### src/rtl/axi_lite_if.sv
// AXI4-Lite bus bundle: AW/W/B write channels and AR/R read channels.
// master drives requests and ready for responses; slave answers them.
interface axi_lite_if #(
  parameter int ADDR_WIDTH = 32,
  parameter int DATA_WIDTH = 32
);

  logic [ADDR_WIDTH-1:0]   AWADDR;
  logic                    AWVALID;
  logic                    AWREADY;
  logic [DATA_WIDTH-1:0]   WDATA;
  logic [DATA_WIDTH/8-1:0] WSTRB;
  logic                    WVALID;
  logic                    WREADY;
  logic [1:0]              BRESP;
  logic                    BVALID;
  logic                    BREADY;
  logic [ADDR_WIDTH-1:0]   ARADDR;
  logic                    ARVALID;
  logic                    ARREADY;
  logic [DATA_WIDTH-1:0]   RDATA;
  logic [1:0]              RRESP;
  logic                    RVALID;
  logic                    RREADY;

  modport master (
    output AWADDR, AWVALID, WDATA, WSTRB, WVALID, BREADY, ARADDR, ARVALID, RREADY,
    input  AWREADY, WREADY, BRESP, BVALID, ARREADY, RDATA, RRESP, RVALID
  );

  modport slave (
    input  AWADDR, AWVALID, WDATA, WSTRB, WVALID, BREADY, ARADDR, ARVALID, RREADY,
    output AWREADY, WREADY, BRESP, BVALID, ARREADY, RDATA, RRESP, RVALID
  );

endinterface

### src/rtl/axil_reg_slave.sv
// AXI4-Lite responder over NUM_REGS 32-bit read/write registers with byte strobes.
// Define AXIL_REG_SLVERR_EN to answer out-of-range accesses with SLVERR instead of OKAY.
module axil_reg_slave #(
  parameter int ADDR_WIDTH = 32,
  parameter int DATA_WIDTH = 32,
  parameter int NUM_REGS   = 16
) (
  input  logic                     ACLK,
  input  logic                     ARESET,
  axi_lite_if.slave                s_axi,
  output logic [NUM_REGS*32-1:0]   reg_q,
  output logic [NUM_REGS-1:0]      reg_wr
);

  localparam int IDX_W = $clog2(NUM_REGS);
  localparam logic [1:0] RESP_OKAY   = 2'b00;
  localparam logic [1:0] RESP_SLVERR = 2'b10;
`ifdef AXIL_REG_SLVERR_EN
  localparam logic SLVERR_EN = 1'b1;
`else
  localparam logic SLVERR_EN = 1'b0;
`endif

  if (DATA_WIDTH != 32) begin : g_bad_data_width
    $error("axil_reg_slave: DATA_WIDTH must be 32");
  end
  if ((NUM_REGS < 2) || (NUM_REGS > 256) || ((NUM_REGS & (NUM_REGS - 1)) != 0)) begin : g_bad_num_regs
    $error("axil_reg_slave: NUM_REGS must be a power of two in 2..256");
  end
  if (ADDR_WIDTH < IDX_W + 2) begin : g_bad_addr_width
    $error("axil_reg_slave: ADDR_WIDTH too small for NUM_REGS");
  end

  typedef enum logic [1:0] {
    W_IDLE   = 2'd0,
    W_HAVE_A = 2'd1,
    W_HAVE_D = 2'd2,
    W_RESP   = 2'd3
  } wstate_e;

  function automatic logic [31:0] apply_strb(input logic [31:0] old_v,
                                             input logic [31:0] new_v,
                                             input logic [3:0]  strb);
    logic [31:0] res;
    for (int b = 0; b < 4; b++) begin
      res[8*b +: 8] = strb[b] ? new_v[8*b +: 8] : old_v[8*b +: 8];
    end
    return res;
  endfunction

  function automatic logic [IDX_W-1:0] addr_idx(input logic [ADDR_WIDTH-1:0] a);
    return a[IDX_W+1:2];
  endfunction

  function automatic logic addr_ok(input logic [ADDR_WIDTH-1:0] a);
    return (a >> (IDX_W + 2)) == {ADDR_WIDTH{1'b0}};
  endfunction

  wstate_e                     wstate_q, wstate_d;
  logic [ADDR_WIDTH-1:0]       awaddr_q, awaddr_d;
  logic [31:0]                 wdata_q, wdata_d;
  logic [3:0]                  wstrb_q, wstrb_d;
  logic [1:0]                  bresp_q, bresp_d;
  logic [NUM_REGS-1:0][31:0]   regs_q, regs_d;
  logic [NUM_REGS-1:0]         reg_wr_q, reg_wr_d;
  logic                        rvalid_q, rvalid_d;
  logic [31:0]                 rdata_q, rdata_d;
  logic [1:0]                  rresp_q, rresp_d;

  logic                        aw_held_s, w_held_s, bvalid_s;
  logic                        awready_s, wready_s, arready_s;
  logic                        aw_hs_s, w_hs_s, ar_hs_s, commit_s;
  logic [ADDR_WIDTH-1:0]       wr_addr_s;
  logic [31:0]                 wr_data_s;
  logic [3:0]                  wr_strb_s;

  // Write FSM state register.
  always_ff @(posedge ACLK) begin
    if (ARESET) begin
      wstate_q <= W_IDLE;
    end else begin
      wstate_q <= wstate_d;
    end
  end

  // Write FSM next state: advance on each accepted beat, leave W_RESP on B handshake.
  always_comb begin
    wstate_d = wstate_q;
    case (wstate_q)
      W_IDLE: begin
        if (aw_hs_s && w_hs_s) begin
          wstate_d = W_RESP;
        end else if (aw_hs_s) begin
          wstate_d = W_HAVE_A;
        end else if (w_hs_s) begin
          wstate_d = W_HAVE_D;
        end else begin
          wstate_d = W_IDLE;
        end
      end
      W_HAVE_A: begin
        if (w_hs_s) begin
          wstate_d = W_RESP;
        end else begin
          wstate_d = W_HAVE_A;
        end
      end
      W_HAVE_D: begin
        if (aw_hs_s) begin
          wstate_d = W_RESP;
        end else begin
          wstate_d = W_HAVE_D;
        end
      end
      W_RESP: begin
        if (s_axi.BREADY) begin
          wstate_d = W_IDLE;
        end else begin
          wstate_d = W_RESP;
        end
      end
      default: wstate_d = W_IDLE;
    endcase
  end

  // Write FSM outputs and bus readies.
  always_comb begin
    aw_held_s = 1'b0;
    w_held_s  = 1'b0;
    bvalid_s  = 1'b0;
    case (wstate_q)
      W_IDLE:   begin end
      W_HAVE_A: aw_held_s = 1'b1;
      W_HAVE_D: w_held_s  = 1'b1;
      W_RESP:   bvalid_s  = 1'b1;
      default:  bvalid_s  = 1'b0;
    endcase
    awready_s = !aw_held_s && !bvalid_s && !ARESET;
    wready_s  = !w_held_s && !bvalid_s && !ARESET;
    arready_s = !rvalid_q && !ARESET;
  end

  // Handshakes and the commit beat: held buffer content wins over the live bus.
  always_comb begin
    aw_hs_s   = s_axi.AWVALID && awready_s;
    w_hs_s    = s_axi.WVALID && wready_s;
    ar_hs_s   = s_axi.ARVALID && arready_s;
    commit_s  = (aw_held_s || aw_hs_s) && (w_held_s || w_hs_s);
    wr_addr_s = aw_held_s ? awaddr_q : s_axi.AWADDR;
    wr_data_s = w_held_s ? wdata_q : s_axi.WDATA;
    wr_strb_s = w_held_s ? wstrb_q : s_axi.WSTRB;
  end

  // Holding buffers; capture is harmless when the beat commits the same cycle.
  always_comb begin
    if (aw_hs_s) begin
      awaddr_d = s_axi.AWADDR;
    end else begin
      awaddr_d = awaddr_q;
    end
    if (w_hs_s) begin
      wdata_d = s_axi.WDATA;
      wstrb_d = s_axi.WSTRB;
    end else begin
      wdata_d = wdata_q;
      wstrb_d = wstrb_q;
    end
  end

  // Register bank update, write strobe and write response on commit.
  always_comb begin
    regs_d   = regs_q;
    reg_wr_d = {NUM_REGS{1'b0}};
    bresp_d  = bresp_q;
    if (commit_s) begin
      if (addr_ok(wr_addr_s)) begin
        regs_d[addr_idx(wr_addr_s)]   = apply_strb(regs_q[addr_idx(wr_addr_s)], wr_data_s, wr_strb_s);
        reg_wr_d[addr_idx(wr_addr_s)] = 1'b1;
        bresp_d                       = RESP_OKAY;
      end else begin
        bresp_d = SLVERR_EN ? RESP_SLVERR : RESP_OKAY;
      end
    end else begin
      bresp_d = bresp_q;
    end
  end

  // Read channel: sample regs_q (pre-write value) on AR, hold until R handshake.
  always_comb begin
    rvalid_d = rvalid_q;
    rdata_d  = rdata_q;
    rresp_d  = rresp_q;
    if (ar_hs_s) begin
      rvalid_d = 1'b1;
      if (addr_ok(s_axi.ARADDR)) begin
        rdata_d = regs_q[addr_idx(s_axi.ARADDR)];
        rresp_d = RESP_OKAY;
      end else begin
        rdata_d = 32'h0000_0000;
        rresp_d = SLVERR_EN ? RESP_SLVERR : RESP_OKAY;
      end
    end else if (rvalid_q && s_axi.RREADY) begin
      rvalid_d = 1'b0;
    end else begin
      rvalid_d = rvalid_q;
    end
  end

  // Datapath registers.
  always_ff @(posedge ACLK) begin
    if (ARESET) begin
      awaddr_q <= {ADDR_WIDTH{1'b0}};
      wdata_q  <= 32'h0000_0000;
      wstrb_q  <= 4'h0;
      bresp_q  <= 2'b00;
      regs_q   <= {(NUM_REGS*32){1'b0}};
      reg_wr_q <= {NUM_REGS{1'b0}};
      rvalid_q <= 1'b0;
      rdata_q  <= 32'h0000_0000;
      rresp_q  <= 2'b00;
    end else begin
      awaddr_q <= awaddr_d;
      wdata_q  <= wdata_d;
      wstrb_q  <= wstrb_d;
      bresp_q  <= bresp_d;
      regs_q   <= regs_d;
      reg_wr_q <= reg_wr_d;
      rvalid_q <= rvalid_d;
      rdata_q  <= rdata_d;
      rresp_q  <= rresp_d;
    end
  end

  assign s_axi.AWREADY = awready_s;
  assign s_axi.WREADY  = wready_s;
  assign s_axi.BVALID  = bvalid_s;
  assign s_axi.BRESP   = bresp_q;
  assign s_axi.ARREADY = arready_s;
  assign s_axi.RVALID  = rvalid_q;
  assign s_axi.RDATA   = rdata_q;
  assign s_axi.RRESP   = rresp_q;
  assign reg_q         = regs_q;
  assign reg_wr        = reg_wr_q;

endmodule

### src/flat_wrapper.sv
// flat-port wrapper written by rule: the top's interface ports become plain ports
module axil_reg_slave_flat 
#(
  parameter int ADDR_WIDTH = 32,
  parameter int DATA_WIDTH = 32,
  parameter int NUM_REGS   = 16
)
  (ACLK, ARESET, reg_q, reg_wr, s_axi_AWADDR, s_axi_AWVALID, s_axi_WDATA, s_axi_WSTRB, s_axi_WVALID, s_axi_BREADY, s_axi_ARADDR, s_axi_ARVALID, s_axi_RREADY, s_axi_AWREADY, s_axi_WREADY, s_axi_BRESP, s_axi_BVALID, s_axi_ARREADY, s_axi_RDATA, s_axi_RRESP, s_axi_RVALID);
  axi_lite_if #(.ADDR_WIDTH(ADDR_WIDTH), .DATA_WIDTH(DATA_WIDTH)) s_axi_i ();
  input  logic ACLK;
  input  logic ARESET;
  output logic [NUM_REGS*32-1:0] reg_q;
  output logic [NUM_REGS-1:0] reg_wr;
  input wire logic [$bits(s_axi_i.AWADDR)-1:0] s_axi_AWADDR;
  input wire logic [$bits(s_axi_i.AWVALID)-1:0] s_axi_AWVALID;
  input wire logic [$bits(s_axi_i.WDATA)-1:0] s_axi_WDATA;
  input wire logic [$bits(s_axi_i.WSTRB)-1:0] s_axi_WSTRB;
  input wire logic [$bits(s_axi_i.WVALID)-1:0] s_axi_WVALID;
  input wire logic [$bits(s_axi_i.BREADY)-1:0] s_axi_BREADY;
  input wire logic [$bits(s_axi_i.ARADDR)-1:0] s_axi_ARADDR;
  input wire logic [$bits(s_axi_i.ARVALID)-1:0] s_axi_ARVALID;
  input wire logic [$bits(s_axi_i.RREADY)-1:0] s_axi_RREADY;
  output wire logic [$bits(s_axi_i.AWREADY)-1:0] s_axi_AWREADY;
  output wire logic [$bits(s_axi_i.WREADY)-1:0] s_axi_WREADY;
  output wire logic [$bits(s_axi_i.BRESP)-1:0] s_axi_BRESP;
  output wire logic [$bits(s_axi_i.BVALID)-1:0] s_axi_BVALID;
  output wire logic [$bits(s_axi_i.ARREADY)-1:0] s_axi_ARREADY;
  output wire logic [$bits(s_axi_i.RDATA)-1:0] s_axi_RDATA;
  output wire logic [$bits(s_axi_i.RRESP)-1:0] s_axi_RRESP;
  output wire logic [$bits(s_axi_i.RVALID)-1:0] s_axi_RVALID;
  assign s_axi_i.AWADDR = s_axi_AWADDR;
  assign s_axi_i.AWVALID = s_axi_AWVALID;
  assign s_axi_i.WDATA = s_axi_WDATA;
  assign s_axi_i.WSTRB = s_axi_WSTRB;
  assign s_axi_i.WVALID = s_axi_WVALID;
  assign s_axi_i.BREADY = s_axi_BREADY;
  assign s_axi_i.ARADDR = s_axi_ARADDR;
  assign s_axi_i.ARVALID = s_axi_ARVALID;
  assign s_axi_i.RREADY = s_axi_RREADY;
  assign s_axi_AWREADY = s_axi_i.AWREADY;
  assign s_axi_WREADY = s_axi_i.WREADY;
  assign s_axi_BRESP = s_axi_i.BRESP;
  assign s_axi_BVALID = s_axi_i.BVALID;
  assign s_axi_ARREADY = s_axi_i.ARREADY;
  assign s_axi_RDATA = s_axi_i.RDATA;
  assign s_axi_RRESP = s_axi_i.RRESP;
  assign s_axi_RVALID = s_axi_i.RVALID;
  axil_reg_slave #(.ADDR_WIDTH(ADDR_WIDTH), .DATA_WIDTH(DATA_WIDTH), .NUM_REGS(NUM_REGS)) u_core (.ACLK(ACLK), .ARESET(ARESET), .s_axi(s_axi_i), .reg_q(reg_q), .reg_wr(reg_wr));
endmodule
### config.mk
export PLATFORM = sky130hd
export DESIGN_NAME = axil_reg_slave_flat
export DESIGN_NICKNAME = d
export VERILOG_FILES = /design/src/rtl/axi_lite_if.sv /design/src/rtl/axil_reg_slave.sv /design/src/flat_wrapper.sv
export SDC_FILE = /design/constraint.sdc
export NUM_CORES = 1
export LEC_CHECK = 0
export BUFFER_PORTS_ARGS = -buffer_cell sky130_fd_sc_hd__buf_2
export CORE_AREA = 2 2 265 267
export CTS_BUF_LIST = sky130_fd_sc_hd__clkbuf_8
export DETAILED_ROUTE_END_ITERATION = 12
export DIE_AREA = 0 0 267 269
export PLACE_DENSITY = 0.78
export RECOVER_POWER = 50
export SLEW_MARGIN = 5
export SYNTH_ARGS = -nofsm -noshare
export SYNTH_HDL_FRONTEND = slang
export SYNTH_SLANG_ARGS = --single-unit
### constraint.sdc
create_clock -name ACLK -period 3.6 [get_ports ACLK]
set_clock_uncertainty 0.15 [all_clocks]
set_input_delay 0.9 -clock ACLK [delete_from_list [all_inputs] [get_ports ACLK]]
set_output_delay 0.9 -clock ACLK [all_outputs]
set_load 0.01 [all_outputs]
* Yosys cells after proc, flatten, opt, wreduce, memory -nomap -nowiden *
Cells that the tools add are included.
Widths: inputs -> output; s select.

word-level totals
  bits in registers = 631
  input bits = 107
  output and inout port bits = 569
  logic and storage cells = 85

cells by class
  $lt $le $gt $ge = 3
  eq/ne operators = 3
  muxes and demuxes = 29
  bitwise gates (word level) = 2
  reduce and logical (&&, ||, !) cells = 25

operators by type and width
  operator            count
  $bwmux 512          1
  $bmux 32 s4         2
  $mux 32             6
  $demux 32 s4        1
  $logic_not 32->1    2
  $mux 8              4
  $logic_and 1x1->1   12
  $lt 4x5->1 const B  2
  $mux 2              5
  $pmux 2 s4          1
  $mux 1              7
  $logic_not 1->1     5
  $demux 1 s4         1
  $eq 2x2->1 const B  2
  $ge 4x1->1 const B  1
  $mux 4              1
  $reduce_or 3->1     1
  $eq 2x1->1 const B  1
  $logic_not 2->1     1
  $logic_or 1x1->1    2
  $not 1->1           2
  $reduce_and 2->1    1
  $reduce_bool 2->1   1

* Depth between registers and ports, before layout *
  word-level depth = 10
  depth in mapped cells = 14
  gate-level depth less buffers = 6

* Worst setup path after synthesis *
OpenSTA, ideal clock, no wires.

  path type = in2reg
  from = input ARESET
  to = register u_core.regs_q, in the netlist u_core.reg_q[351]
  library setup time = 0.132 ns
  data arrival time = 2.926 ns
  data required time = 3.318 ns
  path slack = 0.393 ns
  cell stages on the path = 9
  buffers on the path = 3
  cells stage by stage = clkbuf_1 -> nor3b_2 -> nand3_1 -> a221oi_2 -> buf_2 -> nand4_1 -> buf_2 -> nand3b_1 -> o21ai_0

on the way
  word-level cells in the longest chain between the ends = 6
  elaborated cells on any way between the ends = 9
  those cells by class = reduce/logical (9)

RTL lines
  item                                  line                                          text
  from (decl)                           flat_wrapper.sv:11                            input logic ARESET;
  $logic_not 1->1                       axil_reg_slave.sv:138, axil_reg_slave.sv:139
  $logic_and 1x1->1 (on tied branches)  axil_reg_slave.sv:138, axil_reg_slave.sv:139
  $logic_and 1x1->1 (on tied branches)  axil_reg_slave.sv:145, axil_reg_slave.sv:146
  $logic_or 1x1->1                      axil_reg_slave.sv:148                         commit_s = (aw_held_s || aw_hs_s) && (w_held_s || w_hs_s);
  $logic_and 1x1->1                     axil_reg_slave.sv:148
  $reduce_and 2->1 (no line)            --
  to (signal assigned)                  axil_reg_slave.sv:216                         regs_q <= {(NUM_REGS*32){1'b0}};
  to (signal assigned)                  axil_reg_slave.sv:226                         regs_q <= regs_d;
  to (decl)                             axil_reg_slave.sv:64                          logic [NUM_REGS-1:0][31:0] regs_q, regs_d;

Parallel ways exist; a longest one is shown, timed or not.
A chain may end at the register's enable or synchronous reset.

* Final worst setup path *
  from = register u_core.wstate_q[1]
  to = register u_core.regs_q, in the netlist u_core.reg_q[418]

on the way
  word-level cells in the longest chain between the ends = 9
  elaborated cells on any way between the ends = 32
  those cells by class = order compare (2); eq/ne (3); mux (12); reduce/logical (15)

RTL lines
  item                                                                line                  text
  from (decl)                                                         axil_reg_slave.sv:59  wstate_e wstate_q, wstate_d;
  from (signal assigned)                                              axil_reg_slave.sv:82  wstate_q <= wstate_d;
  parallel branches: the longest is 9 deep, another holds $lt 4x5->1  --

Parallel ways; which one is timed is not known. The select of a mux whose other input is x is not followed.

==> impl_metrics.toml <==
[clock_network]
htreeDepth = 3
cts.reportedPaths.clkPinSlew_ns = 0.06
clock_sinks = 629
postCtsSetupBuffers = 0
cts_buffers = 104
worstSkewPairLatency_ns = 0.73
cts_root_buf = "clkbuf_8"
cts.repair.resized = 0
cts_tree = "done"
clock_path_buffers = 3
hold_buffers = 0

[timing]
fin_setup_tns_ns = 0
setup_viol = 0
final_max_slew_viol_count = 225
rsz0062_at_grt = "no"
postLayoutSetupSlackWorst_ns = 0.246
maxSlewHeadroom_pct = -27.3
min_period_ns = 3.35
period_share_pct = 93.2
fmaxAchievable_mhz = 298
tightest_slew_ns = 1.91
hold_viol = 0
fin_hold_ws_ns = 0.211

[yosys]
ys.flop_type = "dfxtp_1"
yosysSeqAreaShare_pct = 39.9
async_reset_ff_share_pct = 0
syn_avg_cell_area_um2 = 10.3
ys_warn_count = 0
ys_types = 51
syn_area_um2 = 31600
postSynthCellCount = 3072
synth-seq-cells = 629
synth-edff-count = 0

[place]
pre_cts_slack_ns = 0.136
io_buffers = 667
gp_congestion = 0.903
dp_hpwl_um = 86800

[pwr]
ir_drop_uv = 367
swShare_pct = 26.4
power_frac_comb_pct = 10.5
switching_power_uw = 4060
power.share.sequential_pct = 45.8
p_total_uw = 15400
p_clk_share_pct = 43.7
leakage_uw = 0.0141
internal_power_uw = 11300
powerDensity_nw_per_um2 = 405

[floorplan]
die_w_um = 267
die_h_um = 269
num_io_pins = 676
core_um2 = 69300
die_area_um2 = 71800
start_util_pct = 45.6
rows = 97

[drt]
vias = 29850
ant_nets = 0
post-route-drc-count = 0
drtIter0Drc = 3549
routed_via_density = 6.32
wl_per_cell_um = 27.4
drt_first_pass_iters = 7
routed_wl_um = 129000

[cells_and_area]
final_cell_mix = "dfxtp_1, clkbuf_1, o21ai_0"
mostFrequentLayoutCell = "dfxtp_1"
layout.nets = 3798
drive_gt1_share_pct = 18.9
syn_to_final_growth_pct = 20.2

[hold_path]
hp-class = "input port to flop"

[status]
violations = "capacitance limit, slew limit"
status = "finished with violations"

[critical_path]
crit_arrival_ns = 3.79
cp.required_ns = 4.03
startpoint_type = "flop"
end_kind = "flop"
r2r_setup_slack_ns = 0.25
setup.worst_path.class = "flop to flop"
path_max_fanout = 29

[grt]
overflow = 0
grt_antenna_before_repair = 15
grt_first_pass_wirelength_um = 184000
grtUsageTotal_pct = 34.6
grt_start_max_net_pins = 225
grt_pass1_vias = 27723

[run]
drv_cap = 2
## synthesized netlist by cell type (all sizes together), types with 3 or more instances
cell type  number  share of area, %
nor4           17              0.34
o22ai          65               1.3
buf           105               2.2
o41ai          32               2.6
nand2b        176               3.5
mux2i         307               9.7
o21ai         507               8.0
a311oi          4              0.11
clkbuf        212               2.5
nand4b          5              0.14
a21oi           5             0.079
o221ai         32              0.89
nor2           33              0.41
nand2         197               2.3
nand3b        404               9.6
nand4          18              0.40
mux2            3              0.12
a211oi          9              0.21
dfxtp         629                40
a31oi          34              0.67
inv            38              0.45
mux4          187                13
and2           29              0.57
## final timing paths
kind	start	endpoint	cells past startpoint
hold / removal	s_axi_RREADY	u_core.s_axi.RVALID$_SDFFE_PP0P_	2
hold reg to reg	u_core.s_axi.RDATA[8]$_SDFFE_PP0P_	u_core.s_axi.RDATA[8]$_SDFFE_PP0P_	2
setup / recovery	u_core.wstate_q[1]$_SDFF_PP0_	u_core.reg_q[418]$_SDFFE_PP0P_	9
setup reg to reg	u_core.wstate_q[1]$_SDFF_PP0_	u_core.reg_q[418]$_SDFFE_PP0P_	9
## area by class of cell
class | count | area [µm²]
Clock inverter | 62 | 459
Fill cell | 6261 | 31300
Timing Repair Buffer | 827 | 4380
Multi-Input combinational cell | 2091 | 17500
Sequential cell | 629 | 12600
Clock buffer | 126 | 1730
Inverter | 38 | 143
Antenna cell | 8 | 20.0
Tap cell | 940 | 1180
## power by group through the flow
stage / sequential (µW) / clock, µW / combinational (µW)
2_1_floorplan: 7190 / 0 / 980
3_3_place_gp: 7200 / 0 / 1570
3_5_place_dp: 7200 / 0 / 1580
4_1_cts: 7050 / 6750 / 1590
5_1_grt: 7050 / 7050 / 1680
6_report: 7050 / 6710 / 1620
## layer usage
metal  vias up  wire length, µm  GRT usage [%]
li1      12619                -              -
met1     14718            49800           44.6
met2      2003            55900           51.5
met3       496            14700           9.83
met4        14             8940           20.8
met5         -               85              0
## flip-flops by register name, summed over array words and instances (netlist names)
register             flops
u_core.reg_q           512
u_core.s_axi.RDATA      32
u_core.wdata_q          32
u_core.awaddr_q         30
u_core.reg_wr           16
u_core.wstrb_q           4
u_core.wstate_q          2
u_core.s_axi.RVALID      1
## worst max-delay path: stages, from the launching register on
cell	delay (ns)
dfxtp_1	0.33
nand2b_1	0.30
buf_4	0.26
a21o_4	0.30
buf_12	0.26
mux2i_1	0.36
o221ai_1	0.20
o41ai_4	0.68
buf_4	0.26
o21ai_1	0.07
## per-stage QoR
stage	instances	instance area (µm²)	util, %
after floorplan	3075	31600	-
after global placement	4525	36500	52.6
after detailed placement	4525	36500	52.6
after CTS	4713	38600	55.8
after global routing	4715	38000	54.8
final	4721	38000	54.8
## cells by family (layout without fill, tap and decap cells)
logic type | after synthesis | in the layout | share of synthesized area (%)
AOI/OAI and AO/OA | 694 | 694 | 14.1
other | 1 | 12 | 0.0119
and+or+nand+nor | 896 | 896 | 17.7
buffers and inverters | 355 | 1053 | 5.13
DFF | 629 | 629 | 39.9
muxes | 497 | 497 | 23.2
Note: power is estimated with default switching activity, not from simulation.
